File: config.mk
export PLATFORM = sky130hd
export DESIGN_NAME = ebus_xact_ctl_flat
export DESIGN_NICKNAME = d
export VERILOG_FILES = /design/src/rtl/ebus_xact_ctl_pkg.sv /design/src/rtl/ebus_xact_ctl_if.sv /design/src/rtl/ebus_xact_ctl_drv_mux.sv /design/src/rtl/ebus_xact_ctl.sv /design/src/flat_wrapper.sv
export SDC_FILE = /design/constraint.sdc
export NUM_CORES = 1
export LEC_CHECK = 0
export CELL_PAD_IN_SITES_DETAIL_PLACEMENT = 2
export CELL_PAD_IN_SITES_GLOBAL_PLACEMENT = 2
export CORE_MARGIN = 10
export CORE_UTILIZATION = 17
export CTS_CLUSTER_SIZE = 40
export DETAILED_ROUTE_END_ITERATION = 6
export HOLD_SLACK_MARGIN = 0.12
export PLACE_DENSITY_LB_ADDON = 0.12
export SYNTH_ARGS = -nofsm -noshare
export SYNTH_HDL_FRONTEND = slang
export SYNTH_SLANG_ARGS = --single-unit
File: constraint.sdc
create_clock -name clk -period 2.9 [get_ports clk]
set_clock_uncertainty 0.15 [all_clocks]
set_input_delay 0.29 -clock clk [delete_from_list [all_inputs] [get_ports clk]]
set_output_delay 0.29 -clock clk [all_outputs]
set_load 0.01 [all_outputs]
File: src/rtl/ebus_xact_ctl_pkg.sv
// Shared EBUS definitions: function codes, driver record and the transaction state encoding.
// EBUS numbers data bits MSB-first; here EBUS bit 0 corresponds to vector bit DW-1.
package kl10_ebus_pkg;

  typedef enum logic [2:0] {
    FUNC_CONO  = 3'b000,
    FUNC_CONI  = 3'b001,
    FUNC_DATAO = 3'b010,
    FUNC_DATAI = 3'b011
  } tEBUSfunction;

  localparam int EBUS_DW = 36;

  typedef struct packed {
    logic               drv;
    logic [EBUS_DW-1:0] data;
  } tEBUSdriver;

  typedef enum logic [1:0] {
    S_IDLE      = 2'd0,
    S_DEMAND    = 2'd1,
    S_WAIT_XFER = 2'd2,
    S_FINISH    = 2'd3
  } tEbusXactState;

  // Codes 1xx are not EBUS functions.
  function automatic logic func_valid(input logic [2:0] f);
    return ~f[2];
  endfunction

  // CONI and DATAI are the reads; both have bit 0 set.
  function automatic logic func_is_read(input logic [2:0] f);
    return f[0];
  endfunction

endpackage

File: src/rtl/ebus_xact_ctl_if.sv
// EBUS device-side bundle: per-device driver records in, merged data and control strobes out.
interface ebus_xact_ctl_if #(
  parameter int N_DRV = 8,
  parameter int DW    = 36
);
  logic [N_DRV*DW-1:0] drv_data;
  logic [N_DRV-1:0]    drv_en;
  logic                ebus_ack;
  logic                ebus_xfer;
  logic [DW-1:0]       ebus_data;
  logic [6:0]          ebus_cs;
  logic [2:0]          ebus_func;
  logic                ebus_demand;

  modport master (
    input  drv_data, drv_en, ebus_ack, ebus_xfer,
    output ebus_data, ebus_cs, ebus_func, ebus_demand
  );

  modport slave (
    output drv_data, drv_en, ebus_ack, ebus_xfer,
    input  ebus_data, ebus_cs, ebus_func, ebus_demand
  );
endinterface

File: src/rtl/ebus_xact_ctl_drv_mux.sv
// Wired-OR merge of N_IN driver slices (slice k at bits k*DW) with a more-than-one-driver flag.
module ebus_drv_mux #(
  parameter int N_IN = 9,
  parameter int DW   = 36
) (
  input  logic [N_IN*DW-1:0] in_data,
  input  logic [N_IN-1:0]    in_en,
  output logic [DW-1:0]      out_data,
  output logic               conflict
);

  logic any_drv;

  always_comb begin
    out_data = '0;
    conflict = 1'b0;
    any_drv  = 1'b0;
    for (int k = 0; k < N_IN; k++) begin
      if (in_en[k]) begin
        out_data = out_data | in_data[k*DW +: DW];
        conflict = conflict | any_drv;
        any_drv  = 1'b1;
      end
    end
  end

endmodule

File: src/rtl/ebus_xact_ctl.sv
// EBOX-side EBUS transaction controller: demand/ack/xfer handshake with per-phase timeout,
// plus the bus data merge with the latched write word as an implicit extra driver.
//
// state       | meaning
// S_IDLE      | waiting for start; bus demand low
// S_DEMAND    | demand high, waiting for device ack
// S_WAIT_XFER | demand high, waiting for device xfer
// S_FINISH    | demand dropped, done pulse, back to idle
module ebus_xact_ctl
  import kl10_ebus_pkg::*;
#(
  parameter int N_DRV = 8,
  parameter int DW    = 36,
  parameter int TMO_W = 8
) (
  input  logic             clk,
  input  logic             rst_n,
  input  logic             start,
  input  logic [6:0]       cs_in,
  input  logic [2:0]       func_in,
  input  logic [DW-1:0]    wdata,
  input  logic [TMO_W-1:0] tmo_limit,
  ebus_xact_ctl_if.master  bus,
  output logic [DW-1:0]    rdata,
  output logic             busy,
  output logic             done,
  output logic             err_tmo,
  output logic             err_conflict,
  output logic             err_func
);

  tEbusXactState    state_q, state_d;
  logic [TMO_W-1:0] cnt_q, cnt_d;
  logic [6:0]       cs_q;
  logic [2:0]       func_q;
  logic [DW-1:0]    wdata_q;
  logic [DW-1:0]    rdata_q;
  logic             err_tmo_q, err_conflict_q, err_func_q;

  logic             accept, reject, set_tmo, capture;
  logic             demand_ph, imp_en;
  logic [DW-1:0]    mux_data;
  logic             mux_conflict;

  assign demand_ph = (state_q == S_DEMAND) || (state_q == S_WAIT_XFER);
  assign imp_en    = demand_ph && !func_is_read(func_q);

  ebus_drv_mux #(
    .N_IN (N_DRV + 1),
    .DW   (DW)
  ) u_drv_mux (
    .in_data  ({wdata_q, bus.drv_data}),
    .in_en    ({imp_en, bus.drv_en}),
    .out_data (mux_data),
    .conflict (mux_conflict)
  );

  always_comb begin
    state_d = state_q;
    cnt_d   = cnt_q;
    accept  = 1'b0;
    reject  = 1'b0;
    set_tmo = 1'b0;
    capture = 1'b0;
    case (state_q)
      S_IDLE: begin
        if (start) begin
          if (func_valid(func_in)) begin
            accept  = 1'b1;
            state_d = S_DEMAND;
            cnt_d   = '0;
          end else begin
            reject = 1'b1;
          end
        end
      end
      S_DEMAND, S_WAIT_XFER: begin
        // The handshake event outranks a timeout landing in the same cycle.
        if (state_q == S_DEMAND && bus.ebus_ack) begin
          state_d = S_WAIT_XFER;
          cnt_d   = '0;
        end else if (state_q == S_WAIT_XFER && bus.ebus_xfer) begin
          capture = func_is_read(func_q);
          state_d = S_FINISH;
        end else if (cnt_q == tmo_limit) begin
          set_tmo = 1'b1;
          state_d = S_FINISH;
        end else if (cnt_q != '1) begin
          cnt_d = cnt_q + TMO_W'(1);
        end
      end
      S_FINISH: state_d = S_IDLE;
      default:  state_d = S_IDLE;
    endcase
  end

  always_ff @(posedge clk) begin
    if (!rst_n) begin
      state_q        <= S_IDLE;
      cnt_q          <= '0;
      cs_q           <= '0;
      func_q         <= '0;
      wdata_q        <= '0;
      rdata_q        <= '0;
      err_tmo_q      <= 1'b0;
      err_conflict_q <= 1'b0;
      err_func_q     <= 1'b0;
    end else begin
      state_q    <= state_d;
      cnt_q      <= cnt_d;
      err_func_q <= reject;
      if (accept) begin
        cs_q           <= cs_in;
        func_q         <= func_in;
        wdata_q        <= wdata;
        err_tmo_q      <= 1'b0;
        err_conflict_q <= 1'b0;
      end
      if (set_tmo) err_tmo_q <= 1'b1;
      if (busy && mux_conflict) err_conflict_q <= 1'b1;
      if (capture) rdata_q <= mux_data;
    end
  end

  assign busy            = (state_q != S_IDLE);
  assign done            = (state_q == S_FINISH);
  assign bus.ebus_demand = demand_ph;
  assign bus.ebus_data   = mux_data;
  assign bus.ebus_cs     = cs_q;
  assign bus.ebus_func   = func_q;
  assign rdata           = rdata_q;
  assign err_tmo         = err_tmo_q;
  assign err_conflict    = err_conflict_q;
  assign err_func        = err_func_q;

endmodule

File: src/flat_wrapper.sv
// flat-port wrapper written by rule: the top's interface ports become plain ports
module ebus_xact_ctl_flat import kl10_ebus_pkg::*;
#(
  parameter int N_DRV = 8,
  parameter int DW    = 36,
  parameter int TMO_W = 8
)
  (clk, rst_n, start, cs_in, func_in, wdata, tmo_limit, rdata, busy, done, err_tmo, err_conflict, err_func, bus_drv_data, bus_drv_en, bus_ebus_ack, bus_ebus_xfer, bus_ebus_data, bus_ebus_cs, bus_ebus_func, bus_ebus_demand);
  ebus_xact_ctl_if #(.N_DRV(N_DRV), .DW(DW)) bus_i ();
  input  logic clk;
  input  logic rst_n;
  input  logic start;
  input  logic [6:0] cs_in;
  input  logic [2:0] func_in;
  input  logic [DW-1:0] wdata;
  input  logic [TMO_W-1:0] tmo_limit;
  output logic [DW-1:0] rdata;
  output logic busy;
  output logic done;
  output logic err_tmo;
  output logic err_conflict;
  output logic err_func;
  input wire logic [$bits(bus_i.drv_data)-1:0] bus_drv_data;
  input wire logic [$bits(bus_i.drv_en)-1:0] bus_drv_en;
  input wire logic [$bits(bus_i.ebus_ack)-1:0] bus_ebus_ack;
  input wire logic [$bits(bus_i.ebus_xfer)-1:0] bus_ebus_xfer;
  output wire logic [$bits(bus_i.ebus_data)-1:0] bus_ebus_data;
  output wire logic [$bits(bus_i.ebus_cs)-1:0] bus_ebus_cs;
  output wire logic [$bits(bus_i.ebus_func)-1:0] bus_ebus_func;
  output wire logic [$bits(bus_i.ebus_demand)-1:0] bus_ebus_demand;
  assign bus_i.drv_data = bus_drv_data;
  assign bus_i.drv_en = bus_drv_en;
  assign bus_i.ebus_ack = bus_ebus_ack;
  assign bus_i.ebus_xfer = bus_ebus_xfer;
  assign bus_ebus_data = bus_i.ebus_data;
  assign bus_ebus_cs = bus_i.ebus_cs;
  assign bus_ebus_func = bus_i.ebus_func;
  assign bus_ebus_demand = bus_i.ebus_demand;
  ebus_xact_ctl #(.N_DRV(N_DRV), .DW(DW), .TMO_W(TMO_W)) u_core (.clk(clk), .rst_n(rst_n), .start(start), .cs_in(cs_in), .func_in(func_in), .wdata(wdata), .tmo_limit(tmo_limit), .bus(bus_i), .rdata(rdata), .busy(busy), .done(done), .err_tmo(err_tmo), .err_conflict(err_conflict), .err_func(err_func));
endmodule
== After elaboration in Yosys (flattened, before gate mapping) ==
Index checks and enable logic that the tools add are counted.
Cells by class
  bitwise logic cells: 15
  reduce and logical (&&, ||, !) cells: 15
  add/sub/neg operators: 1
  muxes and demuxes: 52
  equal/unequal tests: 11
Operators with widths (count)
  $mux 36: 9
  $or 36x36->36: 8
  $mux 8: 6
  $mux 1: 30
  $pmux 8 s2: 1
  $mux 2: 5
  $add 8x1->8 const B: 1
  $eq 8x8->1: 1
  $ne 8x8->1 const B: 1
  $reduce_bool 2->1: 4
  $or 1x1->1: 7
  $ne 3x2->1 const B: 2
  $pmux 2 s3: 1
  $reduce_and 3->1: 2
  $reduce_and 6->1: 1
  $eq 2x2->1 const B: 2
  $logic_and 1x1->1: 4
  $ne 2x2->1 const B: 2
  $ne 4x1->1 const B: 1
  $ne 3x1->1 const B: 1
  $eq 2x1->1 const B: 1
  $logic_not 2->1: 1
  $reduce_or 2->1: 1
  $logic_not 1->1: 1
  $logic_or 1x1->1: 1
Word-level totals
  output and inout port bits: 88
  input port bits: 355
  logic and storage cells: 103
  flip-flop bits (word level): 95

== Logic depth before layout (Yosys ltp) ==
  word-level depth: 18
  depth in mapped cells: 9
  gate-level depth less buffers: 7

== Modules after synthesis ==
A second synthesis with hierarchy kept.
Unflattened totals
  cell total of the unflattened synthesis: 681
  area, all modules: 5685.5 sq um
Modules (own cells, without submodules)
  ebus_xact_ctl: cells each 455, sequential area each 1901.8 sq um, instances 1, area each 3860.0 sq um
  ebus_drv_mux: cells each 226, sequential area each 0.0 sq um, instances 1, area each 1825.5 sq um

== Worst setup path after synthesis ==
Ideal clock, no wire load.
  path kind: flip-flop to flip-flop
  start: register u_core.state_q[0]
  end: register u_core.err_conflict_q, in the netlist u_core.err_conflict
  arrival time: 1900 ps
  library setup time: 117 ps
  clock period less this slack: 2167 ps
  stages on the path, launching flop included: 9
  required time: 2633 ps
  path buffers: 1
  path slack: 733 ps
  cell sequence: dfxtp_1 inv_1 ha_1 nor2b_1 buf_2 maj3_1 or3_1 a21oi_1 o2bb2ai_1
Between the ends
  word-level cells in the longest chain between the ends: 6
  elaborated cells on any way between the ends: 11
  classes of those cells: 2 x eq/ne; 3 x mux; 6 x reduce/logical
RTL lines
  start: declaration: RTL line ebus_xact_ctl.sv:32  | tEbusXactState state_q, state_d;
  start signal: assignment: RTL line ebus_xact_ctl.sv:109  | state_q <= state_d;
  $eq 2x1->1 or $eq 2x2->1 (tied branches): RTL line ebus_xact_ctl.sv:45  | assign demand_ph = (state_q == S_DEMAND) || (state_q == S_WAIT_XFER);
  $logic_or 1x1->1 (*): RTL line ebus_xact_ctl.sv:45
  named net bus_ebus_demand: RTL line flat_wrapper.sv:30  | output wire logic [$bits(bus_i.ebus_demand)-1:0] bus_ebus_demand;
  $logic_and 1x1->1 (*): RTL line ebus_xact_ctl.sv:46  | assign imp_en = demand_ph && !func_is_read(func_q);
  $mux 1 (*): RTL line ebus_xact_ctl_drv_mux.sv:19  | if (in_en[k]) begin
  $logic_and 1x1->1 (*): RTL line ebus_xact_ctl.sv:120  | if (busy && mux_conflict) err_conflict_q <= 1'b1;
  $mux 1 or $reduce_bool 2->1 (tied branches)
  end signal: assignment: RTL line ebus_xact_ctl.sv:106  | err_conflict_q <= 1'b0;
  end signal: assignment: RTL line ebus_xact_ctl.sv:117  | err_conflict_q <= 1'b0;
  end signal: assignment: RTL line ebus_xact_ctl.sv:120
  end: declaration: RTL line ebus_xact_ctl.sv:38  | logic err_tmo_q, err_conflict_q, err_func_q;
Mark *: on every way through the listed nets, which the timed path passes. The rest lies on a longest branch.
A chain may end at the register's enable or synchronous reset.

== Final worst setup path ==
  start: register u_core.state_q[1]
  end: output port bus_ebus_data[15]
Between the ends
  word-level cells in the longest chain between the ends: 4
  elaborated cells on any way between the ends: 5
  classes of those cells: 2 x eq/ne; 1 x mux; 2 x reduce/logical
RTL lines
  $eq 2x1->1 or $eq 2x2->1 (tied branches): RTL line ebus_xact_ctl.sv:45
  $logic_or 1x1->1 (*): RTL line ebus_xact_ctl.sv:45
  $logic_and 1x1->1 (*): RTL line ebus_xact_ctl.sv:46
  $mux 36 (*): RTL line ebus_xact_ctl_drv_mux.sv:19
  end: declaration: RTL line flat_wrapper.sv:27  | output wire logic [$bits(bus_i.ebus_data)-1:0] bus_ebus_data;
Every way passes the cells marked *; elsewhere a longest branch is shown, timed or not.

==> summary.log <==
[routing] total DRC errors in the routed layout 0
[sta] final worst-path cycle share 95.8%
[min_path] path type of the worst min-delay path in -> reg
[clocking] clock tree root buffer cell sky130_fd_sc_hd__clkbuf_16
[global_routing] global-route total usage across every layer 19.3%
[routing] number of detailed-route iterations in the first pass 4
[final_layout] # nets final 1461
[clocking] sink count of the clock tree 95
[global_routing] initial antenna violation count 4
[sta] summed negative setup slack over all endpoints 0 ns
[min_path] sink of the worst hold path u_core.cnt_q[7]
[routing] total number of vias 7293
[logic_synthesis] syn avg cell area 8.46 µm²
[critical_path] kind of critical path reg -> out
[sta] top achievable clock speed 360 MHz
[clocking] H-tree depth reported by CTS 3
[clocking] CTS buffer count 9
[min_path] count of cells along the worst hold path 4
[global_routing] vias in the first global route 8228
[global_routing] gr ovfl total 0
[die] number of rows created at floorplan 66
[critical_path] Max FO, Critical Path 24
[routing] remaining antenna violation count after routing 0
[clocking] clock-pin slew reported for the worst setup and hold paths after clock tree synthesis 0.07 ns
[logic_synthesis] number of flops mapped to enable cells by yosys 0
[critical_path] required time at the worst-slack endpoint 2.46 ns
[die] horizontal extent of the die 203 µm
[logic_synthesis] Post-Synthesis Net Count 1033
[die] height of the chip 203 µm
[clocking] count of hold buffers inserted by post-cts repair 0
[min_path] hold path start rst_n
[final_layout] layout-stage area growth over the synthesis result 95.4%
[sta] Setup Viol. Count Final 0
[power_and_ir_drop] total power consumption of the routed design 4.72 mW
[critical_path] sort of element at the start of the critical path flip-flop
[logic_synthesis] most area-hungry cell type in the Yosys netlist sky130_fd_sc_hd__dfxtp_1
[logic_synthesis] count of state elements after synthesis 95
[sta] final hold viol count 0
[place] detailed placement HPWL 33.0 mm
[critical_path] reg-to-reg endpoint u_core.wdata_q[6]
[power_and_ir_drop] leakage power of the design 3.83 nW
[die] area of the core 32800 µm²
[place] gp weighted congestion 0.793
[sta] worst-margin pin slew 0.836 ns
[logic_synthesis] top cell type's share of synthesized area 33.4%
[sta] count of pins over their slew limit 0
[critical_path] number of cells traversed by the worst register-to-register path 7
[critical_path] worst-case register-to-register setup slack 0.57 ns
[logic_synthesis] asr flop ratio synth 0%
[clocking] TritonCTS clock tree done
[routing] total length of routed wires 41.4 mm
[outcome] run status finished clean
[power_and_ir_drop] total power divided by cell area 424 nW/µm²
[sta] max-slew headroom at the worst pin 44.3%
[sta] setup repair after global routing missed its margin no
[logic_synthesis] Synth warnings 0
[critical_path] beginning of the worst register-to-register path u_core.state_q[1]
[run] # Max-Cap Violations 0
[logic_synthesis] Cells after Synth 673
[logic_synthesis] cell types occupying the most area after synthesis sky130_fd_sc_hd__dfxtp_1 33%, sky130_fd_sc_hd__a221oi_1 11%, sky130_fd_sc_hd__a22o_1 11%
[die] I/O pins 443
[logic_synthesis] number of distinct library cells after synthesis 44
[die] starting density of the core 17.4%
[clocking] later-pin clock latency in the skew report 0.36 ns
[sta] minimum clock period 2.78 ns
[logic_synthesis] sequential cell area fraction in the yosys report 33.4%
[critical_path] crit end category primary output
[place] quantity of I/O buffers inserted on ports 442
[routing] vias per std cell 4.71
[final_layout] fraction of layout cells with a size suffix above 1 6.69%
[logic_synthesis] Most used DFF post-synth sky130_fd_sc_hd__dfxtp_1
[clocking] buffer depth of the longest clock path 2
[routing] DR iter-0 viols 276
[critical_path] WP data arrival 2.34 ns
[sta] Hold Worst Slack 0.283 ns
[routing] average detailed-routed wire length per instance 26.7 µm
[die] area of the die 41200 µm²
[logic_synthesis] post-synthesis cell area 5690 µm²
[global_routing] pin count of the biggest net entering global routing 94
[global_routing] first-pass GRT wire length 58.9 mm
[power_and_ir_drop] peak supply drop 0.000264 V
cells in the mapped netlist (all sizes together), types with 5 or more instances:
cell type and n:
nand3 41, a21boi 48, a22o 72, nand2 139, mux2i 37, dfxtp 95
buf 29, clkbuf 32, a21oi 6, a2111o 5, xnor2 8, a221oi 72
ha 5, nor2b 38
how the worst max path moves through the flow:
stage / from / end / cells past startpoint
floorplan: u_core.state_q[0] / u_core.err_conflict / 8
global placement: u_core.state_q[0] / bus_ebus_data[9] / 7
detailed placement: u_core.state_q[0] / bus_ebus_data[21] / 7
CTS: u_core.state_q[1] / bus_ebus_data[16] / 8
global route: u_core.state_q[1] / bus_ebus_data[15] / 8
finish: u_core.state_q[1] / bus_ebus_data[15] / 8
cell type report:
cell class                      instances  area [µm²]
Inverter                                4        15.0
Tap cell                              442         553
Antenna cell                            2        5.00
Multi-Input combinational cell        513        3520
Sequential cell                        95        1900
Fill cell                            3688       21700
Clock inverter                          4        52.6
Clock buffer                           12         267
Timing Repair Buffer                  478        4810
flip-flops by register name, summed over array words and instances, names as in the netlist:
signal / cells
u_core.wdata_q: 36
u_core.bus.ebus_func: 3
u_core.err_tmo: 1
u_core.err_func: 1
u_core.state_q: 2
u_core.cnt_q: 8
u_core.err_conflict: 1
u_core.rdata: 36
u_core.bus.ebus_cs: 7
per-stage QoR:
stage,area (µm²),util [%],setup slack [ns],cells
2_1_floorplan,5690,-,0.733,673
3_3_place_gp,10700,32.7,0.142,1528
3_5_place_dp,10700,32.7,0.0629,1528
4_1_cts,11100,33.9,0.0376,1548
5_1_grt,11100,33.9,0.00619,1550
6_report,11100,33.9,0.121,1550
critical path, cell delays in order (launching register included):
cell and delay [ns]:
sky130_fd_sc_hd__dfxtp_2 0.36, sky130_fd_sc_hd__inv_1 0.09, sky130_fd_sc_hd__ha_4 0.29, sky130_fd_sc_hd__nor2b_4 0.16
sky130_fd_sc_hd__buf_12 0.13, sky130_fd_sc_hd__buf_16 0.17, sky130_fd_sc_hd__nand2_1 0.08, sky130_fd_sc_hd__nand3_1 0.09
sky130_fd_sc_hd__clkdlybuf4s50_1 0.56
placed cells by master, fill, tap and decap left out, types with 5 or more instances in the layout:
cell type                           n
sky130_fd_sc_hd__clkdlybuf4s50_1  422
sky130_fd_sc_hd__nand2_1          139
sky130_fd_sc_hd__dfxtp_1           93
sky130_fd_sc_hd__a22o_1            72
sky130_fd_sc_hd__a221oi_1          72
sky130_fd_sc_hd__a21boi_0          46
sky130_fd_sc_hd__nand3_1           41
sky130_fd_sc_hd__mux2i_1           37
sky130_fd_sc_hd__nor2b_1           37
sky130_fd_sc_hd__buf_4             24
sky130_fd_sc_hd__buf_12            11
sky130_fd_sc_hd__clkbuf_16          9
sky130_fd_sc_hd__buf_2              9
sky130_fd_sc_hd__xnor2_1            8
sky130_fd_sc_hd__dlygate4sd2_1      7
sky130_fd_sc_hd__a21oi_1            6
sky130_fd_sc_hd__a2111o_1           5
layer usage:
layer	track usage [%]	vias up	wire [µm]
li1	-	3407	-
met1	21.1	3553	16200
met2	35.4	298	21100
met3	6.42	31	3510
met4	4.26	4	578
met5	0	-	31
cell families after synthesis:
family,count (synthesis),synth area share (%)
buffers and inverters,65,5.25
adder cells (fa/ha/maj),6,1.27
AND/OR/NAND/NOR,241,19.6
XOR/XNOR,8,1.23
flip-flops,95,33.4
multiplexers,37,6.51
AO/OA/AOI/OAI,221,32.7
timing repair:
item                                   4_1_cts  5_1_grt
endpoints found under the hold margin        0        0
setup endpoints to repair                   36       24
gates resized for setup                     10        5
setup buffers                                4        0
power breakdown:
part | internal, mW | switching [mW] | total [mW]
Clock | 0.743 | 0.587 | 1.33
Sequential | 1.40 | 0.0814 | 1.48
Combinational | 1.02 | 0.886 | 1.91
Note: power is estimated with default switching activity, not from simulation.
